**src/rtl/jvs_clk_div_group.sv**
```systemverilog
// Divided-clock group: CH_NUM independent programmable dividers, each with a
// one-entry valid/ready config shadow and a sequenced per-channel reset.

module jvs_clk_div_ch #(
    parameter int DIV_W   = 8,
    parameter int RST_CYC = 4
) (
    input  logic             clk_i,
    input  logic             rst_ni,
    input  logic             wr_i,
    input  logic [DIV_W-1:0] div_i,
    input  logic             en_i,
    output logic             pending_o,
    output logic             div_clk_o,
    output logic             clk_en_o,
    output logic             ch_reset_n_o,
    output logic             ch_run_o
);
    localparam logic [1:0] S_OFF  = 2'd0;
    localparam logic [1:0] S_RST  = 2'd1;
    localparam logic [1:0] S_RUN  = 2'd2;
    localparam logic [1:0] S_STOP = 2'd3;
    localparam logic [7:0] RST_LAST = 8'(RST_CYC);

    logic [1:0]       state_q, state_d;
    logic [DIV_W-1:0] cnt_q, cnt_d, d_q, d_d, sh_div_q, sh_div_d;
    logic [7:0]       rcnt_q, rcnt_d;
    logic             sh_en_q, sh_en_d, pend_q, pend_d;
    logic             div_clk_q, div_clk_d, clk_en_q, clk_en_d, run_q, run_d;
    logic             wrap, rise, fall;

    assign wrap = (cnt_q == d_q);
    assign rise = wrap && !div_clk_q;
    assign fall = wrap && div_clk_q;

    always_comb begin
        state_d   = state_q;
        cnt_d     = cnt_q;
        d_d       = d_q;
        rcnt_d    = rcnt_q;
        sh_div_d  = sh_div_q;
        sh_en_d   = sh_en_q;
        pend_d    = pend_q;
        div_clk_d = div_clk_q;
        clk_en_d  = 1'b0;
        run_d     = run_q;
        case (state_q)
            S_OFF: begin
                cnt_d     = '0;
                div_clk_d = 1'b0;
                run_d     = 1'b0;
                if (pend_q) begin
                    pend_d = 1'b0;
                    if (sh_en_q) begin
                        d_d     = sh_div_q;
                        rcnt_d  = '0;
                        state_d = S_RST;
                    end
                end
            end
            S_RST, S_RUN: begin
                if (pend_q && !sh_en_q) begin
                    // No new rise once disabled, so the clock is low within d+1 cycles.
                    pend_d  = 1'b0;
                    run_d   = 1'b0;
                    state_d = S_STOP;
                    if (div_clk_q) begin
                        cnt_d     = wrap ? '0 : cnt_q + DIV_W'(1);
                        div_clk_d = !wrap;
                    end
                end else begin
                    cnt_d = wrap ? '0 : cnt_q + DIV_W'(1);
                    if (wrap) div_clk_d = !div_clk_q;
                    if (rise) begin
                        clk_en_d = 1'b1;
                        if (state_q == S_RST) rcnt_d = rcnt_q + 8'd1;
                        // New divider takes over at a rising edge: whole phases only.
                        if (pend_q) begin
                            d_d    = sh_div_q;
                            pend_d = 1'b0;
                        end
                    end
                    if (state_q == S_RST && fall && rcnt_q >= RST_LAST) begin
                        state_d = S_RUN;
                        run_d   = 1'b1;
                    end
                end
            end
            default: begin
                if (pend_q && !sh_en_q) pend_d = 1'b0;
                if (div_clk_q && !wrap) begin
                    cnt_d = cnt_q + DIV_W'(1);
                end else begin
                    cnt_d     = '0;
                    div_clk_d = 1'b0;
                    state_d   = S_OFF;
                end
            end
        endcase
        if (wr_i) begin
            sh_div_d = div_i;
            sh_en_d  = en_i;
            pend_d   = 1'b1;
        end
    end

    always_ff @(posedge clk_i or negedge rst_ni) begin
        if (!rst_ni) begin
            state_q   <= S_OFF;
            cnt_q     <= '0;
            d_q       <= '0;
            rcnt_q    <= '0;
            sh_div_q  <= '0;
            sh_en_q   <= 1'b0;
            pend_q    <= 1'b0;
            div_clk_q <= 1'b0;
            clk_en_q  <= 1'b0;
            run_q     <= 1'b0;
        end else begin
            state_q   <= state_d;
            cnt_q     <= cnt_d;
            d_q       <= d_d;
            rcnt_q    <= rcnt_d;
            sh_div_q  <= sh_div_d;
            sh_en_q   <= sh_en_d;
            pend_q    <= pend_d;
            div_clk_q <= div_clk_d;
            clk_en_q  <= clk_en_d;
            run_q     <= run_d;
        end
    end

    assign pending_o    = pend_q;
    assign div_clk_o    = div_clk_q;
    assign clk_en_o     = clk_en_q;
    assign ch_reset_n_o = run_q;
    assign ch_run_o     = run_q;
endmodule

module jvs_clk_div_group #(
    parameter int  CH_NUM  = 4,
    parameter int  DIV_W   = 8,
    parameter int  RST_CYC = 4,
    localparam int CH_W    = (CH_NUM > 1) ? $clog2(CH_NUM) : 1
) (
    input  logic              clock,
    input  logic              reset_n,
    input  logic              cfg_valid,
    output logic              cfg_ready,
    input  logic [CH_W-1:0]   cfg_ch,
    input  logic [DIV_W-1:0]  cfg_div,
    input  logic              cfg_en,
    output logic [CH_NUM-1:0] div_clk,
    output logic [CH_NUM-1:0] clk_en,
    output logic [CH_NUM-1:0] ch_reset_n,
    output logic [CH_NUM-1:0] ch_run
);
    logic [CH_NUM-1:0]      pending;
    logic [(1<<CH_W)-1:0]   pend_ext;

    // Unpopulated channel codes read as ready and are silently dropped.
    always_comb begin
        pend_ext = '0;
        for (int i = 0; i < CH_NUM; i++) pend_ext[i] = pending[i];
    end
    assign cfg_ready = !pend_ext[cfg_ch];

    for (genvar i = 0; i < CH_NUM; i++) begin : g_ch
        jvs_clk_div_ch #(.DIV_W(DIV_W), .RST_CYC(RST_CYC)) u_ch (
            .clk_i        (clock),
            .rst_ni       (reset_n),
            .wr_i         (cfg_valid && cfg_ready && (cfg_ch == CH_W'(i))),
            .div_i        (cfg_div),
            .en_i         (cfg_en),
            .pending_o    (pending[i]),
            .div_clk_o    (div_clk[i]),
            .clk_en_o     (clk_en[i]),
            .ch_reset_n_o (ch_reset_n[i]),
            .ch_run_o     (ch_run[i])
        );
    end
endmodule

```
**config.mk**
```make
export PLATFORM = sky130hd
export DESIGN_NAME = jvs_clk_div_group
export DESIGN_NICKNAME = d
export VERILOG_FILES = /design/src/rtl/jvs_clk_div_group.sv
export SDC_FILE = /design/constraint.sdc
export NUM_CORES = 1
export LEC_CHECK = 0
export CAP_MARGIN = 10
export CORE_ASPECT_RATIO = 1.75
export CORE_MARGIN = 1
export CORE_UTILIZATION = 50
export CTS_CLUSTER_DIAMETER = 120
export DETAILED_ROUTE_END_ITERATION = 8
export PLACE_DENSITY = 0.65
export SLEW_MARGIN = 10
export SYNTH_ARGS = -nofsm -noshare
export SYNTH_HDL_FRONTEND = slang
export SYNTH_SLANG_ARGS = --single-unit
```
**constraint.sdc**
```tcl
create_clock -name clock -period 7.2 [get_ports clock]
set_clock_uncertainty 0.15 [all_clocks]
set_input_delay 1.08 -clock clock [delete_from_list [all_inputs] [get_ports clock]]
set_output_delay 1.08 -clock clock [all_outputs]
set_load 0.05 [all_outputs]
```
==> results.md <==
- Ports: 31
- Setup TNS: 0 ns
- Vias: 6037
- Initial DRC count: 189
- Largest net degree at the start of global routing: 80
- ANT cells: 0
- Top cell by count, worst path: clkdlybuf4s50_1
- Die area: 0.0172 mm²
- VDD IR-drop max: 197 µV
- H-tree depth: 4
- Most frequent cells in the layout: dfrtp_1 (156), nor2_1 (69), mux2_2 (62), nand2_1 (50)
- Synthesis-stage register bit count: 156
- Mapped Nets: 838
- CP max stage cell: clkdlybuf4s50_1
- Number of global-route vias before repair: 6237
- CTS resizes: 0
- DR pass1 iterations: 5
- Initial antenna violation count: 0
- Ys async rst share: 100%
- Die Span Y: 173 µm
- CP required: 5.97 ns
- DRT antenna net count: 0
- Core box area: 0.0164 mm²
- All-Layer GR Usage: 21.4%
- Final WL: 17.2 mm
- Hold-fix buffers, CTS: 0
- FP Rows: 62
- Crit path cell chain: clkdlybuf4s50_1 -> mux4_2 -> inv_1 -> clkdlybuf4s50_1
- Reg clk slew, reported paths: 0.06 ns
- Critical path's largest stage delay: 0.81 ns
- Period utilisation layout: 60.8%
- Slew Viols, Final: 0
- CP max FO: 5
- Synth top area cells: dfrtp_1 (47%), mux2_2 (8.4%), ha_1 (4.2%), xnor2_1 (3.6%), nor2_1 (3.1%)
- Worst Hold Class: register to register
- Initial core utilization: 51.0%
- PortBufs: 30
- Area leader, netlist: dfrtp_1
- CTS tree: yes
- Post-synthesis sequential area ratio: 46.7%
- Detailed placement HPWL: 12.3 mm
- Setup Crit Path Kind: input pin to output port
- Residual DRC: 0
- Leak pwr: 3.98 nW
- Total CTS buffers: 17
- Post-Syn Area: 0.00835 mm²
- RSZ-0062 raised after global routing: no
- Layout cells sized above 1: 13.7%
- Min Tclk post-route: 4.38 ns
- Final Util: 56.7%
- Gate count of the mapped netlist: 796
- Max-slew headroom: 25.4%
- Main synth FF type: dfrtp_1
- Worst skew pair latency: 0.42 ns
- Sink Count: 156
- Global-route wire length before repair: 29.5 mm
- F_max: 228 MHz
- Commonest non-fill, non-tap cell in the layout: dfrtp_1
- Nets@finish: 847
- Vias per cell: 5.79
- Setup Buffers After CTS: 0
- Yosys warning total: 0
- Max-cap viol count: 0
- Post-Syn Area per Cell: 10.5 µm²
- Area fraction of the dominant cell type after synthesis: 46.7%
- Final Hold Fails: 0
- Final setup fails: 0
- Maximum clock path buffer count: 2
- Total power per unit cell area: 371 mW/mm²
- Grt ovf: 0
- CP endpoint kind: output port
- Routability Congestion: 0.876
- CP Launch Type: input pin
- Routed len/inst: 16.5 µm
- Crit path DAT: 3.15 ns
- Status: completed
- Die width: 99.7 µm
- Library cells used by synthesis: 67
- Root Driver: clkbuf_16
- Area delta synth->final: 11.2%
- Tightest Pin Transition: 1.10 ns
- Number of synthesized flops with an enable pin: 0
==> sequential cells by signal, indices dropped and copies added (netlist names) <==
signal,count
g_ch.u_ch.rcnt_q,32
g_ch.u_ch.pending_o,4
g_ch.u_ch.state_q,8
g_ch.u_ch.clk_en_o,4
g_ch.u_ch.ch_reset_n_o,4
g_ch.u_ch.sh_en_q,4
g_ch.u_ch.div_clk_o,4
g_ch.u_ch.cnt_q,32
g_ch.u_ch.d_q,32
g_ch.u_ch.sh_div_q,32
==> synth_stat cells, drive strengths merged, types with 10 or more instances <==
master  count
nand3      34
xnor2      34
a21oi      26
xor2       27
dfrtp     156
nand4      25
ha         28
inv        32
a31oi      10
nor3       19
nor2       69
nand2      50
o211ai     12
o21ai      18
clkbuf     23
buf        20
nor4       12
mux2       70
==> final cells by class <==
| cell class | instances | area (µm²) |
|---|---|---|
| clock buffers | 26 | 499 |
| clock inverters | 6 | 60.1 |
| fillers | 1425 | 7080 |
| inverters | 32 | 120 |
| multi-input cells | 565 | 4100 |
| flip-flops and latches | 156 | 3900 |
| well taps | 224 | 280 |
| repair buffers | 33 | 322 |
==> critical path, delay by kind of cell <==
kind	cells	cell delay, ns
buf+inv	3	1.52
mux	1	0.54
==> where the power goes <==
part,switching [mW],internal [mW]
Clock,0.343,0.511
Combinational,0.713,0.582
Sequential,0.200,1.09
Total,1.26,2.19
==> stage by stage <==
step           cells  total power, mW  instance area [µm²]  hold slack (ns)  setup slack, ns
2_1_floorplan    796             2.31                 8350            0.324             4.10
3_3_place_gp    1009             2.55                 8720            0.333             2.82
3_5_place_dp    1009             2.60                 8720            0.340             2.81
4_1_cts         1041             3.47                 9280            0.353             2.81
5_1_grt         1042             3.67                 9290            0.369             2.77
6_report        1042             3.44                 9290            0.351             2.82
==> routing by layer <==
layer	GRT usage, %	share of wire, %	vias to the layer above
li1	-	-	2869
met1	24.7	41	3024
met2	38.6	54	111
met3	3.68	2.5	33
met4	7.97	2.1	0
met5	0	0	-
==> worst paths after layout <==
| kind | from | endpoint | slack (ns) | cells after the start |
|---|---|---|---|---|
| worst max-delay path | cfg_ch[0] | cfg_ready | 2.82 | 4 |
| worst min-delay path | g_ch[1].u_ch.sh_div_q[2]$_DFFE_PN0P_ | g_ch[1].u_ch.sh_div_q[2]$_DFFE_PN0P_ | 0.35 | 1 |
| worst max register to register | g_ch[1].u_ch.state_q[0]$_DFFE_PN0P_ | g_ch[1].u_ch.cnt_q[5]$_DFFE_PN0P_ | 4.16 | 7 |
| worst min register to register | g_ch[1].u_ch.sh_div_q[2]$_DFFE_PN0P_ | g_ch[1].u_ch.sh_div_q[2]$_DFFE_PN0P_ | 0.35 | 1 |
| max in group asynchronous | reset_n | g_ch[1].u_ch.cnt_q[2]$_DFFE_PN0P_ | 4.91 | 2 |
| min in group asynchronous | reset_n | g_ch[0].u_ch.rcnt_q[4]$_DFFE_PN0P_ | 0.55 | 1 |
==> cells by family after synthesis <==
family	synth area share (%)
adders and majority gates	4.19
and+or+nand+nor	16.9
DFF	46.7
AOI/OAI and AO/OA	10.4
xor gates and xnor gates	6.40
muxes	11.0
buffers and inverters	4.30
(Power assumes the default switching activity.)
